`src/rtl/decoder_pkg.sv`:
```
// Shared definitions for the streaming decoder.
//   - Output-format mode constants.
//   - decode(): code/mode/en -> decoded word at the widest supported size.
//     Callers keep the low OP_WIDTH bits. Every format places bit k at
//     position k, so truncating to a narrower word gives the correct result.
package decoder_pkg;

  localparam logic [1:0] MODE_ONEHOT   = 2'b00;
  localparam logic [1:0] MODE_THERM    = 2'b01;
  localparam logic [1:0] MODE_ONEHOT_N = 2'b10;
  localparam logic [1:0] MODE_RSVD     = 2'b11;

  // Widest code the shared decode function handles.
  localparam int DEC_MAX_IP_WIDTH = 10;
  localparam int DEC_MAX_OP_WIDTH = 1 << DEC_MAX_IP_WIDTH;

  typedef logic [DEC_MAX_IP_WIDTH-1:0] dec_code_t;
  typedef logic [DEC_MAX_OP_WIDTH-1:0] dec_word_t;

  function automatic dec_word_t decode(input dec_code_t code,
                                       input logic [1:0] mode,
                                       input logic       en);
    // One bit wider than the result, so that the thermometer mask
    // (1 << (code+1)) - 1 cannot overflow when code is at its maximum.
    logic [DEC_MAX_OP_WIDTH:0] one_hot_ext;
    logic [DEC_MAX_OP_WIDTH:0] therm_ext;
    dec_word_t                 result;
    one_hot_ext = {{DEC_MAX_OP_WIDTH{1'b0}}, 1'b1} << code;
    therm_ext   = (one_hot_ext << 1) - 1'b1;
    result      = '0;
    if (en) begin
      unique case (mode)
        MODE_ONEHOT:   result = one_hot_ext[DEC_MAX_OP_WIDTH-1:0];
        MODE_THERM:    result = therm_ext[DEC_MAX_OP_WIDTH-1:0];
        MODE_ONEHOT_N: result = ~one_hot_ext[DEC_MAX_OP_WIDTH-1:0];
        default:       result = '0;
      endcase
    end
    return result;
  endfunction

endpackage

```
`src/rtl/decoder_skid.sv`:
```
// Generic 2-entry valid/ready skid register.
//   clk, rst_n          : clock and asynchronous active-low reset
//   in_valid / in_ready : upstream handshake. in_ready is registered and
//                         never depends combinationally on out_ready.
//   in_data  [WIDTH]    : upstream word
//   out_valid/out_ready : downstream handshake
//   out_data [WIDTH]    : main output register. It keeps its last value
//                         after it drains.
module decoder_skid #(
  parameter int WIDTH = 16
) (
  input  logic             clk,
  input  logic             rst_n,
  input  logic             in_valid,
  output logic             in_ready,
  input  logic [WIDTH-1:0] in_data,
  output logic             out_valid,
  input  logic             out_ready,
  output logic [WIDTH-1:0] out_data
);

  logic [WIDTH-1:0] main_data_reg, main_data_next;
  logic [WIDTH-1:0] skid_data_reg, skid_data_next;
  logic             main_valid_reg, main_valid_next;
  logic             skid_valid_reg, skid_valid_next;
  logic             in_ready_reg;
  logic             accept;

  assign accept = in_valid & in_ready_reg;

  always_comb begin
    main_data_next  = main_data_reg;
    skid_data_next  = skid_data_reg;
    main_valid_next = main_valid_reg;
    skid_valid_next = skid_valid_reg;
    if (skid_valid_reg) begin
      // in_ready is low whenever the skid is occupied, so no accept can
      // collide with this refill of the main register.
      if (out_ready) begin
        main_data_next  = skid_data_reg;
        skid_valid_next = 1'b0;
      end
    end else if (accept) begin
      if (!main_valid_reg || out_ready) begin
        main_data_next  = in_data;
        main_valid_next = 1'b1;
      end else begin
        skid_data_next  = in_data;
        skid_valid_next = 1'b1;
      end
    end else if (out_ready) begin
      main_valid_next = 1'b0;
    end
  end

  always_ff @(posedge clk or negedge rst_n) begin
    if (!rst_n) begin
      main_data_reg  <= '0;
      skid_data_reg  <= '0;
      main_valid_reg <= 1'b0;
      skid_valid_reg <= 1'b0;
      in_ready_reg   <= 1'b0;
    end else begin
      main_data_reg  <= main_data_next;
      skid_data_reg  <= skid_data_next;
      main_valid_reg <= main_valid_next;
      skid_valid_reg <= skid_valid_next;
      in_ready_reg   <= ~skid_valid_next;
    end
  end

  assign in_ready  = in_ready_reg;
  assign out_valid = main_valid_reg;
  assign out_data  = main_data_reg;

endmodule

```
`src/rtl/decoder_stream.sv`:
```
// Pipelined N-to-2^N decoder on valid/ready streams.
//   clk, rst_n          : clock and asynchronous active-low reset
//   in_valid / in_ready : input handshake. Transfer happens on in_valid & in_ready.
//   en, i, mode         : decode enable, code and output format. These are
//                         sampled only on an input transfer.
//   out_valid/out_ready : output handshake
//   y [OP_WIDTH]        : registered decoded word
//   err                 : sticky flag, set when a reserved mode is accepted
//                         with en=1. It is cleared only by reset.
// IP_WIDTH must be between 1 and decoder_pkg::DEC_MAX_IP_WIDTH.
module decoder_stream
  import decoder_pkg::*;
#(
  parameter  int IP_WIDTH = 4,
  localparam int OP_WIDTH = 1 << IP_WIDTH
) (
  input  logic                clk,
  input  logic                rst_n,
  input  logic                in_valid,
  output logic                in_ready,
  input  logic                en,
  input  logic [IP_WIDTH-1:0] i,
  input  logic [1:0]          mode,
  output logic                out_valid,
  input  logic                out_ready,
  output logic [OP_WIDTH-1:0] y,
  output logic                err
);

  dec_word_t           dec_word;
  logic [OP_WIDTH-1:0] dec_data;
  logic                unused_dec;
  logic                accept;
  logic                err_reg;

  assign dec_word   = decode(dec_code_t'(i), mode, en);
  assign dec_data   = dec_word[OP_WIDTH-1:0];
  // The bits above OP_WIDTH are intentionally discarded.
  assign unused_dec = ^dec_word;

  decoder_skid #(
    .WIDTH(OP_WIDTH)
  ) u_skid (
    .clk       (clk),
    .rst_n     (rst_n),
    .in_valid  (in_valid),
    .in_ready  (in_ready),
    .in_data   (dec_data),
    .out_valid (out_valid),
    .out_ready (out_ready),
    .out_data  (y)
  );

  assign accept = in_valid & in_ready;

  always_ff @(posedge clk or negedge rst_n) begin
    if (!rst_n) begin
      err_reg <= 1'b0;
    end else if (accept && en && mode == MODE_RSVD) begin
      err_reg <= 1'b1;
    end
  end

  assign err = err_reg;

endmodule

```
`config.mk`:
```
export PLATFORM = sky130hd
export DESIGN_NAME = decoder_stream
export DESIGN_NICKNAME = d
export VERILOG_FILES = /design/src/rtl/decoder_pkg.sv /design/src/rtl/decoder_skid.sv /design/src/rtl/decoder_stream.sv
export SDC_FILE = /design/constraint.sdc
export NUM_CORES = 1
export LEC_CHECK = 0
export ABC_AREA = 1
export CAP_MARGIN = 15
export CORE_UTILIZATION = 48
export CTS_CLUSTER_DIAMETER = 60
export DETAILED_ROUTE_END_ITERATION = 7
export GPL_ROUTABILITY_DRIVEN = 1
export PLACE_DENSITY_LB_ADDON = 0.1
export SYNTH_ARGS = -nofsm -noshare
export SYNTH_HDL_FRONTEND = slang
export SYNTH_SLANG_ARGS = --single-unit
```
`constraint.sdc`:
```
create_clock -name clk -period 4.1 [get_ports clk]
set_input_delay 0.615 -clock clk [delete_from_list [all_inputs] [get_ports clk]]
set_output_delay 0.615 -clock clk [all_outputs]
set_load 0.1 [all_outputs]
```
==> impl_results.md, run 1 <==
* Run status: completed
* Max Cap Viol at 0
* Drt initial violations at 123
* CTS root buf: clkbuf_8
* RD Place Congestion at 0.890
* Mapped Area at 2140 um2
* Initial Utilization at 51.7%
* Gr ovfl total at 0
* Buffer count from post-CTS setup fixing at 0
* Antenna cells at 0
* Most frequent cells in the layout: nand2_1, nand3_1, dfrtp_1
* Hold-fix buffers at CTS at 0
* Final ANT Viol Nets at 0
* DR WL/cell at 13.7 um
* CP arrival at 2.72 ns
* CTS Buffer Depth at 2
* Critical path peak fanout at 20
* Power Density at 789 nW/um2
* Ys Warns at 0
* Synth top area share at 42.1%
* Final Hold Vio Count at 0
* Area leader, netlist: dfrtp_1
* Area of the die at 4730 um2
* Nets at 339
* Flops & latches, synth at 36
* Hold WC Path Type: reg2reg
* Syn_nets at 318
* Core area at 4140 um2
* IO Port Bufs at 29
* CTS Sinks at 36
* TritonCTS clock tree: yes
* Leakage Power at 1.21 nW
* Post-CTS Resized at 0
* Pins Over Slew Limit at 0
* IO Pins at 30
* Worst-Margin Slew at 0.972 ns
* Clk_skew at 0.00645 ns
* Seq/Total Area, Yosys at 42.1%
* Die W at 68.8 um
* Largest net degree at the start of global routing at 37
* Post-Syn Instances at 306
* Clock latency on the worst-skew pair at 0.29 ns
* Final Cycle Share at 61.3%
* Fmax achieved at 398 MHz
* Fin Hold WS at 0.468 ns
* Fillers at 402
* Setup TNS Final at 0 ns
* Drt drc at 0
* Slew HR at 35.0%
* Total Wirelength at 5190 um
* Syn avg cell area at 7.00 um2
* Die Ht at 68.8 um
* Drt first pass iters at 4
* Vias in the first global route at 1911
* Setup violators final at 0
* DR vias at 2055
* Data required, critical path at 4.31 ns
* Antenna violations before repair at 0
* First-pass GRT wire length at 8740 um
* Cts bufs inserted at 5
* Vias/cell at 5.44
* EDFF count, synth at 0
* Total GRT Usage at 25.5%
* Layout cell share with drive strength beyond 1 at 6.71%
* Asr flop ratio synth at 100%
* WS Path Type: reg2reg
* Area delta synth->final at 16.7%
* Minimum clock period at 2.51 ns
* CTS clk-pin slew, worst paths at 0.07 ns
* Largest cells by area after synthesis: dfrtp_1, nand2_1, nand3_1, a21oi_1, nor2_1
* H-tree depth at 2
* Synth Flop Type: dfrtp_1
* Hpwl dp at 3650 um
* Worst setup EP type: register
* Type of origin of the critical path: register
* Number of distinct library cells after synthesis at 26
* Commonest non-fill, non-tap cell in the layout: nand2_1
* Maximum VDD drop at 460 uV
* RSZ-0062 raised after global routing: false
* Rows at 23
-- cells in the mapped netlist (4+ instances only) --
| master | n |
|---|---|
| o21ai_1 | 6 |
| a21oi_1 | 29 |
| o211ai_1 | 4 |
| o21ai_0 | 16 |
| nand2_1 | 86 |
| buf_2 | 4 |
| inv_2 | 5 |
| nor2_1 | 29 |
| dfrtp_1 | 36 |
| inv_1 | 22 |
| clkbuf_1 | 4 |
| buf_4 | 6 |
| nand3_1 | 42 |
-- per-stage QoR --
step / cells / util (%) / cell area, um2 / setup slack (ns) / power [mW]
4_1_cts: 378 / 60.3 / 2500 / 1.56 / 1.98
3_3_place_gp: 370 / 58.2 / 2410 / 1.47 / 1.72
3_5_place_dp: 370 / 58.2 / 2410 / 1.41 / 1.73
2_1_floorplan: 306 / - / 2140 / 2.19 / 1.47
5_1_grt: 378 / 60.3 / 2500 / 1.39 / 2.07
6_report: 378 / 60.3 / 2500 / 1.59 / 1.97
-- power by group --
part           internal, mW  switching, mW  total [mW]
clock network         0.118          0.132       0.250
registers             0.497         0.0901       0.587
logic                 0.256          0.876        1.13
total                 0.871           1.10        1.97
-- metal layers --
layer	part of all wire [%]	global-route usage (%)	routed length, um	up-vias
li1	-	-	-	1035
met1	44	30.8	2300	945
met2	47	43.6	2450	64
met3	5.9	5.10	304	11
met4	2.5	11.2	130	0
met5	0	0	0	-
-- kinds of logic after synthesis --
kind of cell	count (synthesis)	share of synthesized area, %
AND/OR/NAND/NOR	164	32.5
buffers and inverters	44	9.35
flip-flops	36	42.1
adder cells (fa/ha/maj)	1	0.584
AO/OA/AOI/OAI	61	15.5
-- final timing paths --
kind	slack [ns]	depth (start not counted)	from	endpoint
max	1.59	6	u_skid.skid_valid_reg	u_skid.out_data[12]
min	0.47	1	err	err
max reg2reg	1.59	6	u_skid.skid_valid_reg	u_skid.out_data[12]
min reg2reg	0.47	1	err	err
max in group asynchronous	3.04	2	rst_n	u_skid.out_data[15]
min in group asynchronous	0.73	2	rst_n	u_skid.out_valid
-- critical path: stages, from the launching register on --
cell and delay, ns:
dfrtp_1 0.77, inv_2 0.32, nand2_1 0.14, nand2_1 0.41
inv_1 0.55, nor2_1 0.08, a21oi_1 0.15
-- layout make-up --
| cell class | count | area [um2] | share of cell area, % |
|---|---|---|---|
| Tap cell | 50 | 62.6 | 2.51 |
| Clock inverter | 3 | 18.8 | 0.752 |
| Sequential cell | 36 | 901 | 36.1 |
| Clock buffer | 5 | 68.8 | 2.76 |
| Inverter | 27 | 101 | 4.06 |
| Timing Repair Buffer | 31 | 305 | 12.2 |
| Multi-Input combinational cell | 226 | 1040 | 41.6 |
(Power assumes the default switching activity.)
==> inputs of run 2 (changes only) <==
- clock period: 4.1 -> 2.4 ns (I/O delays scaled with it)
==> run 2 against run 1 <==
Worst hold slack improved by 0.0088 ns. Largest cell class unchanged. Clock power rose by 84%. Clock skew shrank 0.0020 ns. Largest power group unchanged.
==> impl_results.md, run 2 (synthesis results as in run 1) <==
* Run status: completed (unchanged)
* Vias/cell at 5.48 (was 5.44)
* Initial Utilization at 51.7% (unchanged)
* First-pass GRT wire length at 8990 um (was 8740 um)
* Largest net degree at the start of global routing at 37 (unchanged)
* Area of the die at 4730 um2 (unchanged)
* CP max-delay cell: clkdlybuf4s50_1 (was dfrtp_1)
* Setup violators final at 0 (unchanged)
* CTS clk-pin slew, worst paths at 0.07 ns (about the same)
* Total Wirelength at 5390 um (was 5190 um)
* Sw frac at 55.1% (was 55.8%)
* Layout cell share with drive strength beyond 1 at 15.3% (was 6.71%)
* Critical path peak fanout at 7 (was 20)
* IO Port Bufs at 29 (unchanged)
* Gr ovfl total at 0 (unchanged)
* RSZ-0062 raised after global routing: false (unchanged)
* NetSw at 1.86 mW (was 1.10 mW)
* DR vias at 2130 (was 2055)
* Total power at 3.38 mW (was 1.97 mW)
* Slew HR at 58.2% (was 35.0%)
* Worst Path Buf+Inv at 4 (was 2)
* Power Density at 1330 nW/um2 (was 789 nW/um2)
* Nets at 351 (was 339)
* Buffer count from post-CTS setup fixing at 0 (unchanged)
* Commonest non-fill, non-tap cell in the layout: nand2_1 (unchanged)
* Antenna violations before repair at 0 (unchanged)
* Minimum clock period at 2.00 ns
* Pins Over Slew Limit at 0 (unchanged)
* Clock group share of total power at 13.6% (was 12.7%)
* Worst-Margin Slew at 0.627 ns (was 0.972 ns)
* WS Path Type: in2reg (was reg2reg)
* Cts bufs inserted at 5 (unchanged)
* CTS Buffer Depth at 2 (unchanged)
* Max incr delay on CP at 0.50 ns (was 0.77 ns)
* Final Hold Vio Count at 0 (unchanged)
* Hold-fix buffers at CTS at 0 (unchanged)
* Clock latency on the worst-skew pair at 0.29 ns (about the same)
* Reg area at 901 um2 (unchanged)
* Part of the power in registers at 29.0% (was 29.8%)
* Area occupied by multi-input gates at 1040 um2 (unchanged)
* CP arrival at 2.21 ns (was 2.72 ns)
* TritonCTS clock tree: yes (unchanged)
* Total GRT Usage at 26.3% (was 25.5%)
* Fmax achieved at 501 MHz
* IO Pins at 30 (unchanged)
* Maximum VDD drop at 909 uV (was 460 uV)
* Worst setup EP type: register (unchanged)
* Type of origin of the critical path: input pin (was register)
* Die Ht at 68.8 um (unchanged)
* Drt drc at 0 (unchanged)
* Hold WC Path Type: in2async (was reg2reg)
* Vias in the first global route at 1940 (was 1911)
* Post-placement setup slack at 0.185 ns (was 1.41 ns)
* Most frequent cells in the layout: nand2_1, nand3_1, dfrtp_1, buf_4 (was nand2_1, nand3_1, dfrtp_1)
* Cells along the critical path: clkdlybuf4s50_1 > inv_1 > nand2_1 > inv_1 > nand2_1 > ha_1 > inv_1 > nand2_1 > nand3_1 > o21ai_0 > nand3_1 > a21oi_1 (was inv_2 > nand2_1 > nand2_1 > inv_1 > nor2_1 > a21oi_1)
* H-tree depth at 2 (unchanged)
* Drt initial violations at 162 (was 123)
* Top Family by Delay on Critical Path: buffers and inverters (unchanged)
* Rows at 23 (unchanged)
* Area delta synth->final at 19.1% (was 16.7%)
* Fillers at 416 (was 402)
* Pint at 1.52 mW (was 0.871 mW)
* Logic pwr share at 57.4% (was 57.5%)
* DR WL/cell at 13.9 um (was 13.7 um)
* Post-CTS Resized at 0 (unchanged)
* CTS root buf: clkbuf_8 (unchanged)
* Leakage Power at 1.29 nW (was 1.21 nW)
* RD Place Congestion at 0.879 (was 0.890)
* Final Cycle Share at 83.2%
* Setup TNS Final at 0 ns (unchanged)
* Hpwl dp at 3800 um (was 3650 um)
* Clk_skew at 0.00442 ns (was 0.00645 ns)
* CTS Sinks at 36 (unchanged)
* Fin Hold WS at 0.477 ns (was 0.468 ns)
* Core area at 4140 um2 (unchanged)
* Die W at 68.8 um (unchanged)
* Final ANT Viol Nets at 0 (unchanged)
* Data required, critical path at 2.61 ns (was 4.31 ns)
* Drt first pass iters at 4 (unchanged)
* Antenna cells at 0 (unchanged)
* Max Cap Viol at 0 (unchanged)
* Final WS setup at 0.403 ns (was 1.59 ns)
[run 2: cell count changes in the layout (fill, tap and decap cells not counted), sizes merged]
cell,before,now
clkbuf,5,7
buf,2,33
clkdlybuf4s50,29,10
clkinv,3,0
[run 2: power groups by stage]
stage / Combinational, mW / Clock [mW] / Sequential, mW
2_1_floorplan: 0.451 / 0 / 2.05
3_3_place_gp: 1.93 / 0 / 0.985
3_5_place_dp: 1.94 / 0 / 0.990
4_1_cts: 1.95 / 0.470 / 0.981
5_1_grt: 2.05 / 0.488 / 1.01
6_report: 1.94 / 0.460 / 0.980
[run 2: through the flow]
step / cells / utilization [%] / instance area, um2
3_5_place_dp: 382 / 59.2 / 2450
5_1_grt: 389 / 61.5 / 2550
3_3_place_gp: 382 / 59.2 / 2450
2_1_floorplan: 306 / - / 2140
4_1_cts: 389 / 61.5 / 2550
6_report: 389 / 61.5 / 2550
[run 2: final cells by class]
type / count / area share (%)
Multi-Input combinational cell: 226 / 40.8
Timing Repair Buffer: 43 / 13.6
Clock buffer: 7 / 3.78
Tap cell: 50 / 2.45
Inverter: 27 / 3.98
Sequential cell: 36 / 35.3
[run 2: final timing paths]
| kind | endpoint | cells after the start | slack, ns | start |
|---|---|---|---|---|
| worst max register to register | u_skid.skid_data_reg[2] | 6 | 0.82 | u_skid.skid_valid_reg |
| worst min register to register | err | 1 | 0.48 | err |
| worst min-delay path | err | 2 | 0.48 | rst_n |
| worst max-delay path | u_skid.out_data[3] | 12 | 0.40 | i[1] |
| min in group clk | err | 1 | 0.48 | err |
| max in group asynchronous | u_skid.skid_data_reg[9] | 2 | 1.60 | rst_n |
[run 2: layer usage]
metal	wire (um)	part of all wire, %	global-route usage, %
met1	2500	46	33.9
met4	140	2.6	11.5
met2	2410	45	43.0
met3	338	6.3	4.61
met5	0	0	0
==> inputs of run 3 (changes only) <==
- clock period: 2.4 -> 2 ns (I/O delays scaled with it)
==> run 3 against run 2 <==
Final area grew 6.5%. Critical endpoint unchanged. Clock power up 19%. Utilization rose by 4.0 points. Combinational power increased by 22%. Non-clock buffer count increased by 17. Power is 21% higher. Clock skew shrank 0.0014 ns. Register-to-register slack got worse by 0.36 ns. Critical path depth is the same. Global-route usage shrank 0.26 points. Sequential share of layout area fell by 2.2 points.
==> impl_results.md, run 3 (synthesis results as in run 1) <==
* CP arrival at 2.01 ns (was 2.21 ns)
* CTS Sinks at 36 (unchanged)
* Slew HR at 58.1% (was 58.2%)
* Cells along the critical path: clkdlybuf4s50_1 > inv_1 > nand2_1 > inv_1 > nand2_1 > ha_4 > inv_1 > nand2_1 > nand3_1 > o21ai_0 > nand3_1 > a21oi_1 (was clkdlybuf4s50_1 > inv_1 > nand2_1 > inv_1 > nand2_1 > ha_1 > inv_1 > nand2_1 > nand3_1 > o21ai_0 > nand3_1 > a21oi_1)
* CTS clk-pin slew, worst paths at 0.07 ns (about the same)
* Die W at 68.8 um (unchanged)
* Max incr delay on CP at 0.53 ns (was 0.50 ns)
* TritonCTS clock tree: yes (unchanged)
* Die Ht at 68.8 um (unchanged)
* Area delta synth->final at 26.8% (was 19.1%)
* Pins Over Slew Limit at 0 (unchanged)
* Final WS setup at 0.202 ns (was 0.403 ns)
* Cts bufs inserted at 5 (unchanged)
* Most frequent cells in the layout: nand2_1, buf_4, nand3_1, dfrtp_1 (was nand2_1, nand3_1, dfrtp_1, buf_4)
* IO Port Bufs at 29 (unchanged)
* Area of the die at 4730 um2 (unchanged)
* Largest net degree at the start of global routing at 37 (unchanged)
* Layout cell share with drive strength beyond 1 at 19.7% (was 15.3%)
* Worst Path Buf+Inv at 4 (unchanged)
* RR Endpoint: u_skid.out_data[10] (was u_skid.skid_data_reg[2])
* DR vias at 2085 (was 2130)
* Hpwl dp at 3990 um (was 3800 um)
* DR WL/cell at 13.6 um (was 13.9 um)
* Data required, critical path at 2.21 ns (was 2.61 ns)
* RD Place Congestion at 0.955 (was 0.879)
* Setup violators final at 0 (unchanged)
* Core area at 4140 um2 (unchanged)
* CTS root buf: clkbuf_8 (unchanged)
* RSZ-0062 raised after global routing: false (unchanged)
* Hold WC Path Type: in2async (unchanged)
* Worst r2r path cells at 7 (was 6)
* Top Family by Delay on Critical Path: buffers and inverters (unchanged)
* Reg2Reg Setup Slack at 0.46 ns (was 0.82 ns)
* IO Pins at 30 (unchanged)
* Final Cycle Share at 89.9%
* Worst setup path end: u_skid.out_data[3] (unchanged)
* Drt drc at 0 (unchanged)
* Clk_skew at 0.00305 ns (was 0.00442 ns)
* Drt first pass iters at 5 (was 4)
* Total GRT Usage at 26.0% (was 26.3%)
* Post-placement setup slack at -0.166 ns (was 0.185 ns)
* Minimum clock period at 1.80 ns
* Final ANT Viol Nets at 0 (unchanged)
* Power Density at 1510 nW/um2 (was 1330 nW/um2)
* First-pass GRT wire length at 9040 um (was 8990 um)
* Final Hold Vio Count at 0 (unchanged)
* Antenna cells at 0 (unchanged)
* Vias in the first global route at 1912 (was 1940)
* Critical path peak fanout at 7 (unchanged)
* Max Cap Viol at 0 (unchanged)
* Non-filler instance count after layout at 406 (was 389)
* Antenna violations before repair at 0 (unchanged)
* Total Wirelength at 5510 um (was 5390 um)
* # placed instances at 399 (was 382)
* H-tree depth at 2 (unchanged)
* Rows at 23 (unchanged)
* Gr ovfl total at 0 (unchanged)
* WS Path Type: in2reg (unchanged)
* Fin Hold WS at 0.430 ns (was 0.477 ns)
* Leakage Power at 1.38 nW (was 1.29 nW)
* Commonest non-fill, non-tap cell in the layout: nand2_1 (unchanged)
* Drt initial violations at 102 (was 162)
* Critical Path Source: i[1] (unchanged)
* Clock latency on the worst-skew pair at 0.28 ns (was 0.29 ns)
* Worst-Margin Slew at 0.628 ns (was 0.627 ns)
* CTS Buffer Depth at 2 (unchanged)
* Maximum VDD drop at 933 uV (was 909 uV)
* Worst setup EP type: register (unchanged)
* Run status: completed (unchanged)
* Total power at 4.09 mW (was 3.38 mW)
* R2R Path Start: u_skid.skid_valid_reg (unchanged)
* Nets at 368 (was 351)
* Fmax achieved at 556 MHz
* Vias/cell at 5.14 (was 5.48)
* CP max-delay cell: clkdlybuf4s50_1 (unchanged)
* Finished Core Util at 65.5% (was 61.5%)
* Initial Utilization at 51.7% (unchanged)
* CP Depth at 12 (unchanged)
* Type of origin of the critical path: input pin (unchanged)
[run 3: changes by cell type in the layout (fill, tap and decap cells not counted), sizes merged]
cell	delta
buf	+17
[run 3: worst reg2reg max path: stages (launching register included)]
cell and delay, ns:
dfrtp_1 0.40, buf_4 0.21, inv_2 0.07, nand2_1 0.05, nand2_1 0.25, buf_4 0.27
a21oi_1 0.06, a21oi_1 0.16
[run 3: cell type report]
cell class	instances	area, um2
clock buffer	7	96.3
multi-input combinational	226	1050
fill	390	1430
timing repair buffer	60	500
sequential	36	901
inverter	27	101
tap	50	62.6
[run 3: worst min path at each step]
stage | endpoint | cells past startpoint | slack (ns) | startpoint
after floorplan | err | 0 | 0.004 | rst_n
after global placement | err | 1 | 0.46 | err
after detailed placement | u_skid.skid_data_reg[12] | 2 | 0.47 | u_skid.skid_data_reg[12]
after CTS | err | 2 | 0.45 | rst_n
after global routing | err | 2 | 0.50 | rst_n
final | err | 2 | 0.43 | rst_n
[run 3: power breakdown]
group | internal, mW | switching, mW
clock | 0.306 | 0.240
combinational | 0.527 | 1.84
sequential | 1.02 | 0.161
[run 3: per-layer routing]
layer | wire [um] | vias up | GRT usage, %
met1 | 2700 | 918 | 34.6
li1 | - | 1098 | -
met4 | 109 | 0 | 8.42
met2 | 2470 | 59 | 41.3
met5 | 0 | - | 0
met3 | 227 | 10 | 6.58
[run 3: through the flow]
stage / setup TNS [ns] / cell area, um2
after detailed placement: -0.597 / 2610
final: 0 / 2710
after global routing: 0 / 2710
after global placement: -0.275 / 2610
after CTS: 0 / 2700
after floorplan: 0 / 2140
[run 3: repair_timing]
item,in CTS,in global routing
endpoints found under the hold margin,0,0
buffers inserted,0,0
endpoints found under the setup margin,0,2
hold buffers,0,0
resized for setup,0,2
